### config.mk
export PLATFORM = sky130hd
export DESIGN_NAME = mem_responder
export DESIGN_NICKNAME = d
export VERILOG_FILES = /design/src/rtl/mem_responder.sv
export SDC_FILE = /design/constraint.sdc
export NUM_CORES = 2
export LEC_CHECK = 0
export CORE_MARGIN = 2
export CORE_UTILIZATION = 63
export DETAILED_ROUTE_END_ITERATION = 8
export GPL_TIMING_DRIVEN = 1
export PLACE_DENSITY = 0.79
export SLEW_MARGIN = 20
export SYNTH_ARGS = -nofsm -noshare
export SYNTH_HDL_FRONTEND = slang
export SYNTH_SLANG_ARGS = --single-unit
### constraint.sdc
create_clock -name clk -period 4.1 [get_ports clk]
set_input_delay 0.615 -clock clk [delete_from_list [all_inputs] [get_ports clk]]
set_output_delay 0.615 -clock clk [all_outputs]
set_load 0.01 [all_outputs]
### src/rtl/mem_responder.sv
// mem_responder
//   Memory-side responder for the multicycle controller/datapath. Accepts
//   single-word or 8-beat burst read/write requests, services them from an
//   internal word-addressed RAM after WAIT_CYC wait states per beat, and
//   returns a one-cycle acknowledge per beat plus read data for read beats.
//
// Parameters
//   ADDR_W      request (word) address width
//   DATA_W      data word width
//   DEPTH_LOG2  RAM holds 2^DEPTH_LOG2 words, index = addr[DEPTH_LOG2-1:0]
//   WAIT_CYC    wait states before every beat, legal range 0..15
//
// Ports
//   clk, rst    clock; asynchronous active-high reset
//   req_valid   request present
//   req_ready   high exactly when idle (request can be accepted)
//   req_we      1 = write, 0 = read (sampled at acceptance)
//   req_burst   1 = 8 beats, 0 = 1 beat (sampled at acceptance)
//   req_addr    start word address (sampled at acceptance)
//   req_wdata   write data of the current beat (sampled at the ACCESS edge)
//   beat_ack    one-cycle pulse after each completed beat
//   rsp_valid   one-cycle pulse with rsp_rdata, read beats only
//   rsp_rdata   read data, holds its last value between pulses
//   rsp_last    high together with beat_ack on the final beat
//   beat_idx    index (0..7) of the beat in progress
//   busy        high whenever a request is being serviced
//
// Handshake: a request transfers on a rising edge where req_valid and
// req_ready are both high. req_ready depends only on the responder's own
// state, never on req_valid. A request presented while req_ready is low is
// not accepted and leaves no trace; the initiator must hold it until ready.
//
// The FSM state is available on the internal signal `state` (state_t) for
// debug and checker binding; req_ready/busy are direct decodes of it.

module mem_responder #(
  parameter int ADDR_W     = 16,
  parameter int DATA_W     = 16,
  parameter int DEPTH_LOG2 = 8,
  parameter int WAIT_CYC   = 1
) (
  input  logic              clk,
  input  logic              rst,
  input  logic              req_valid,
  output logic              req_ready,
  input  logic              req_we,
  input  logic              req_burst,
  input  logic [ADDR_W-1:0] req_addr,
  input  logic [DATA_W-1:0] req_wdata,
  output logic              beat_ack,
  output logic              rsp_valid,
  output logic [DATA_W-1:0] rsp_rdata,
  output logic              rsp_last,
  output logic [2:0]        beat_idx,
  output logic              busy
);

  typedef enum logic [1:0] {
    ST_IDLE   = 2'd0,
    ST_WAIT   = 2'd1,
    ST_ACCESS = 2'd2
  } state_t;

  localparam logic [3:0] WAIT_LOAD = 4'(WAIT_CYC);
  localparam bit         NO_WAIT   = (WAIT_CYC == 0);

  state_t                state;
  state_t                state_nxt;
  logic                  we_q;
  logic [ADDR_W-1:0]     addr_q;
  logic [2:0]            beats_left;
  logic [3:0]            wait_cnt;
  logic                  accept;
  logic                  last_beat;
  logic                  do_write;
  logic [DEPTH_LOG2-1:0] mem_idx;

  // Not reset: contents survive rst.
  logic [DATA_W-1:0]     mem [1<<DEPTH_LOG2];

  assign req_ready = (state == ST_IDLE);
  assign busy      = (state != ST_IDLE);
  assign accept    = req_valid & req_ready;
  assign last_beat = (beats_left == 3'd0);
  assign mem_idx   = addr_q[DEPTH_LOG2-1:0];
  assign do_write  = (state == ST_ACCESS) & we_q;

  // State register
  always_ff @(posedge clk or posedge rst) begin
    if (rst) begin
      state <= ST_IDLE;
    end else begin
      state <= state_nxt;
    end
  end

  // Next-state logic
  always_comb begin
    state_nxt = state;
    case (state)
      ST_IDLE: begin
        if (accept) begin
          state_nxt = NO_WAIT ? ST_ACCESS : ST_WAIT;
        end
      end
      ST_WAIT: begin
        // wait_cnt was loaded with WAIT_CYC, so this leaves after WAIT_CYC cycles.
        if (wait_cnt == 4'd1) begin
          state_nxt = ST_ACCESS;
        end
      end
      ST_ACCESS: begin
        if (last_beat) begin
          state_nxt = ST_IDLE;
        end else begin
          state_nxt = NO_WAIT ? ST_ACCESS : ST_WAIT;
        end
      end
      default: state_nxt = ST_IDLE;
    endcase
  end

  // Request context, beat sequencing and response registers
  always_ff @(posedge clk or posedge rst) begin
    if (rst) begin
      we_q       <= 1'b0;
      addr_q     <= '0;
      beats_left <= '0;
      wait_cnt   <= '0;
      beat_idx   <= '0;
      beat_ack   <= 1'b0;
      rsp_valid  <= 1'b0;
      rsp_last   <= 1'b0;
      rsp_rdata  <= '0;
    end else begin
      beat_ack  <= 1'b0;
      rsp_valid <= 1'b0;
      rsp_last  <= 1'b0;
      case (state)
        ST_IDLE: begin
          if (accept) begin
            we_q       <= req_we;
            addr_q     <= req_addr;
            beats_left <= req_burst ? 3'd7 : 3'd0;
            beat_idx   <= 3'd0;
            wait_cnt   <= WAIT_LOAD;
          end
        end
        ST_WAIT: begin
          wait_cnt <= wait_cnt - 4'd1;
        end
        ST_ACCESS: begin
          beat_ack <= 1'b1;
          rsp_last <= last_beat;
          if (!we_q) begin
            rsp_valid <= 1'b1;
            rsp_rdata <= mem[mem_idx];
          end
          if (!last_beat) begin
            // Address wraps at 2^ADDR_W; the RAM index wraps at 2^DEPTH_LOG2.
            addr_q     <= addr_q + ADDR_W'(1);
            beats_left <= beats_left - 3'd1;
            beat_idx   <= beat_idx + 3'd1;
            wait_cnt   <= WAIT_LOAD;
          end
        end
        default: ;
      endcase
    end
  end

  // Write port. The !rst term drops a beat whose ACCESS edge coincides with
  // reset, so an interrupted beat never lands in the array.
  always_ff @(posedge clk) begin
    if (do_write && !rst) begin
      mem[mem_idx] <= req_wdata;
    end
  end

endmodule

Yosys cells after proc, flatten, opt, wreduce, memory -nomap -nowiden
Memory sizes are Yosys's and may differ from the RTL's. A register that Yosys moved wholly into a read port is not among the register bits.
Cells that the tools add are included.
{"block": "word_totals", "reg_bits": 32, "ram_bits": 4096, "input_bits": 37, "out_inout_bits": 24, "elab_cells": 58, "mem_count": 1}
{"block": "op_classes", "add_sub_neg": 4, "n_eq_ne": 6, "mux": 23, "n_bitwise": 3, "n_reduce_logical": 12}
{"memory": "mem", "words": 256, "width": 16, "rd": 1, "rd_ports_with_merged_regs": 1, "write_ports": 1, "line_no": "79", "rtl": "logic [DATA_W-1:0] mem [1<<DEPTH_LOG2];"}
{"cell": "2-to-1 mux 16 bit", "n": 2}
{"cell": "case mux 16 bit (2 select lines)", "n": 1}
{"cell": "adder 16 x 1 -> 16 bit (second input constant)", "n": 1}
{"cell": "2-to-1 mux 3 bit", "n": 5}
{"cell": "case mux 3 bit (2 select lines)", "n": 2}
{"cell": "case mux 4 bit (3 select lines)", "n": 1}
{"cell": "2-to-1 mux 4 bit", "n": 2}
{"cell": "2-to-1 mux 1 bit", "n": 7}
{"cell": "case mux 2 bit (3 select lines)", "n": 1}
{"cell": "AND reduction 2 bit", "n": 3}
{"cell": "AND reduction 3 bit", "n": 2}
{"cell": "equality test 4 x 1 -> 1 bit (second input constant)", "n": 1}
{"cell": "2-to-1 mux 2 bit", "n": 2}
{"cell": "!= test 2 bit (second input constant)", "n": 2}
{"cell": "nonzero test 2 bit", "n": 2}
{"cell": "subtractor 4 x 1 -> 4 bit (second input constant)", "n": 1}
{"cell": "adder 3 x 1 -> 3 bit (second input constant)", "n": 1}
{"cell": "zero test 3 bit", "n": 1}
{"cell": "nonzero test 3 bit", "n": 1}
{"cell": "subtractor 3 x 1 -> 3 bit (second input constant)", "n": 1}
{"cell": "bitwise AND 1 bit", "n": 2}
{"cell": "equality test 2 x 1 -> 1 bit (second input constant)", "n": 1}
{"cell": "equality test 2 bit (second input constant)", "n": 1}
{"cell": "zero test 2 bit", "n": 1}
{"cell": "other kinds (4)", "n": 4}

Logic depth before layout (Yosys ltp)
{"block": "depth", "depth_word": 5, "ltp_mapped": 12, "ltp_nobuf": 9}

Least setup slack after synthesis
Ideal clock, no wire load.
{"block": "synth_timing", "path_kind": "input to register", "start": "in rst", "end": "mem mem[112][0], enable pin", "setup_time_ns": 0.388, "t_arrival_ns": 3.239, "t_required_ns": 3.712, "path_slack_ns": 0.473, "path_stages": 6, "path_buffers": 1, "path_cell_list": "inv_1 nand3_1 nor3_1 nand2_1 clkbuf_1 nor2_1"}
{"block": "synth_between", "elab_chain_cells": 4}
{"item": "start, declared", "line_no": "43", "rtl": "input logic rst,"}
{"item": "zero test 1 bit", "line_no": "175", "rtl": "if (do_write && !rst) begin"}
{"item": "logical AND 1 bit", "line_no": "175"}
{"item": "2-to-1 mux 1 bit", "line_no": "175"}
{"item": "2-to-1 mux 1 bit (implied by the code)", "line_no": "176", "rtl": "mem[mem_idx] <= req_wdata;"}
{"item": "end, declared", "line_no": "79"}
No other way between the ends.

==> impl_results.md <==
* Xor/xnor share of the synthesized area at 0.00005502
* Clock root buffer master: clkbuf_16
* Critical Path Fanout Max at 22
* Core Rows at 184
* Post-Synthesis Cells at 7283
* Clock transition at path regs at 0.07 ns
* PnR worst setup slack at -0.07602 ns
* Critical path startpoint category: flip-flop
* GRT overflow at 0
* Vias at 84510
* Initial antenna violation count at 26
* DRT antenna net count at 0
* Worst Setup End Kind: flip-flop
* Core area at 251400 um2
* LEAKAGE at 58.42 nW
* Mapped cell area at 159200 um2
* RSZ-0062 raised after global routing: false
* Clock latency on the worst-skew pair at 1.04 ns
* Commonest cells after routing, fill and taps aside: 4096 x edfxtp_1, 947 x mux4_2, 565 x buf_4, 410 x clkbuf_16, 373 x mux2i_1
* #FFs+latches synth at 4136
* Async S/R FF share, synth at 0.009671
* Worst Path Required at 5.01 ns
* R2R Path Start: addr_q[5]
* Largest net degree at the start of global routing at 160
* Unique masters post-synth at 71
* Post-Synth Adder-Cell Area at 0.0007074
* Share of cells above drive strength 1 at 0.2715
* Synth warn at 0
* Hold path depth at 1
* Primary FF master, synth: edfxtp_1
* Worst VDD drop at 0.6432 mV
* Clock Skew at 0.1205 ns
* Syn_nets at 7329
* Finished Layout Cells at 11640
* Worst hold endpoint: mem[141][6]
* Most common cell after layout, fill and taps aside: edfxtp_1
* CTS Sinks at 4136
* Status: finished with violations
* Crit path time final at 4.176 ns
* Pins Over Slew Limit at 0
* Fin nets at 8018
* Detailed Route WL at 446600 um
* Main combinational cell family by area after synthesis: multiplexers
* I/O Buffers at 52
* Fmax at 0.2395 GHz
* Die area at 256700 um2
* R2r setup slk at -0.08 ns
* DIE WIDTH at 506.7 um
* Max-Cap Viols at 0
* Final number of setup-violating endpoints at 1
* Crit share post-route at 1.019
* Vias in the first global route at 84530
* Inst Count DP at 10910
* Area grow syn2layout at 13.74%
* Seq/Total Area, Yosys at 0.7790
* Setup TNS at -0.07602 ns
* Pin slew with the least headroom to its limit at 1.204 ns
* DR WL/cell at 38.36 um
* Worst EP arrival at 5.09 ns
* Post-DP HPWL at 255600 um
* Worst-path cell chain: buf_12, nor2b_1, nand2_1, a21oi_1, nor3_1, buf_4, o2111ai_1, o32a_1
* Slew HR at 0.1974
* DRT iter0 DRCs at 14690
* Worst Min Path Start: req_wdata[6]
* Slowest cell on crit path: dfrtp_2
* R2R depth at 8
* Final hold vios at 0
* Drc violations at 7
* Clock tree buffer depth at 4
* Overall power at 118.4 mW
* Via density at 7.259
* Aggregate global-route resource usage at 0.3508
* Avg Inst Size Synth at 21.86 um2
* Initial Util at 0.6332
* Pwr/cell area at 653.7 nW/um2
* Largest stage delay, worst path at 0.91 ns
* Reg2reg end: rsp_rdata[11]
* CTS tree: done
* Worst hold path class: primary input to flip-flop
* CTS buffer count at 404
* Io pins at 61
* Final GP Congestion at 0.9817
* Critical path type: flip-flop to flip-flop
* Die height at 506.7 um
* Failing checks: design-rule violations, negative setup slack
* Drt first pass iters at 9
* Post-synth EDFFs at 4096
* Complex-gate fraction of the synthesized area at 0.02687
* H-tree depth reported by CTS at 5
* Global-route wire length before repair at 631500 um
* Synth Area in Simple Gates at 0.02090
* Mux contribution to synthesized area at 0.1579
routing by layer:
| layer | part of all wire | wire [um] | GRT usage | vias to the layer above |
|---|---|---|---|---|
| met5 | 0.00048 | 213 | 0 | - |
| met4 | 0.069 | 30730 | 0.1967 | 26 |
| met3 | 0.15 | 65640 | 0.1023 | 1490 |
| met2 | 0.47 | 209300 | 0.5378 | 7970 |
| met1 | 0.32 | 140800 | 0.4579 | 42960 |
| li1 | - | - | - | 32060 |
stage by stage:
| step | setup WS, ns | hold WS [ns] | instance area, um2 | utilization |
|---|---|---|---|---|
| floorplan | 0.4730 | 0.4733 | 159200 | - |
| global placement | 0.02143 | 0.4833 | 167900 | 0.6677 |
| detailed placement | -0.01982 | 0.5115 | 167900 | 0.6677 |
| CTS | 0.04949 | 0.1934 | 181000 | 0.7198 |
| global route | 0.1462 | 0.1019 | 181000 | 0.7200 |
| finish | -0.07602 | 0.1402 | 181000 | 0.7202 |
power breakdown:
| group | switching, mW | total, mW | internal, mW |
|---|---|---|---|
| clock | 15.8 | 37.2 | 21.4 |
| combinational | 20.4 | 33.7 | 13.4 |
| sequential | 0.768 | 47.4 | 46.6 |
layout make-up:
class                   instances  area, um2
repair buffers                712       6726
inverters                      15      66.31
flip-flops and latches       4136     124000
clock inverters               230       2451
clock buffers                 485      10620
multi-input cells            2703      32940
fillers                     13260      70350
diodes                         13      32.53
well taps                    3348       4189
repair_timing:
item / 4_1_cts / 5_1_grt
pin swaps: 0 / 0
gates resized for setup: 1 / 1
endpoints found under the setup margin: 2 / 1
buffers inserted: 1 / 0
hold buffers: 0 / 0
registers in the layout, summed over array words and instances, names as in the netlist:
register	flops
beats_left	3
addr_q	8
we_q	1
rsp_valid	1
rsp_last	1
wait_cnt	4
mem	4096
state	2
beat_idx	3
rsp_rdata	16
beat_ack	1
critical path, delay by kind of cell (launching register included):
kind | cells | cell delay (ns)
simple gates | 3 | 1.62
compound gates | 3 | 1.06
flops | 1 | 0.91
buf+inv | 2 | 0.50
Yosys cell counts, types with 24 or more instances:
master | n | area [um2]
a21oi_1 | 40 | 200.2
buf_4 | 82 | 615.6
buf_2 | 134 | 670.6
o22ai_1 | 76 | 475.5
o21ai_0 | 66 | 330.3
nand2_1 | 268 | 1006
clkbuf_1 | 156 | 585.6
buf_6 | 24 | 270.3
mux2i_1 | 373 | 3734
a32oi_1 | 63 | 551.8
edfxtp_1 | 4096 | 123000
a22oi_1 | 123 | 923.4
a211oi_1 | 33 | 247.7
a221oi_1 | 55 | 481.7
nor2_1 | 349 | 1310
mux4_2 | 947 | 21330
dfrtp_1 | 40 | 1001
buf_1 | 33 | 123.9
nand3_1 | 54 | 270.3
how the worst max path moves through the flow:
| stage | from | endpoint | cells after the start |
|---|---|---|---|
| 2_1_floorplan | rst | mem[112][0] | 6 |
| 3_3_place_gp | addr_q[0] | rsp_rdata[12] | 8 |
| 3_5_place_dp | addr_q[0] | rsp_rdata[12] | 8 |
| 4_1_cts | addr_q[0] | rsp_rdata[10] | 10 |
| 5_1_grt | addr_q[0] | rsp_rdata[13] | 10 |
| 6_report | addr_q[5] | rsp_rdata[11] | 8 |
logic make-up after synthesis:
family / count (synthesis)
xor gates and xnor gates: 1
muxes: 1326
AOI/OAI and AO/OA: 582
and+or+nand+nor: 785
buffers and inverters: 444
DFF: 4136
adders and majority gates: 9
(Power assumes the default switching activity.)
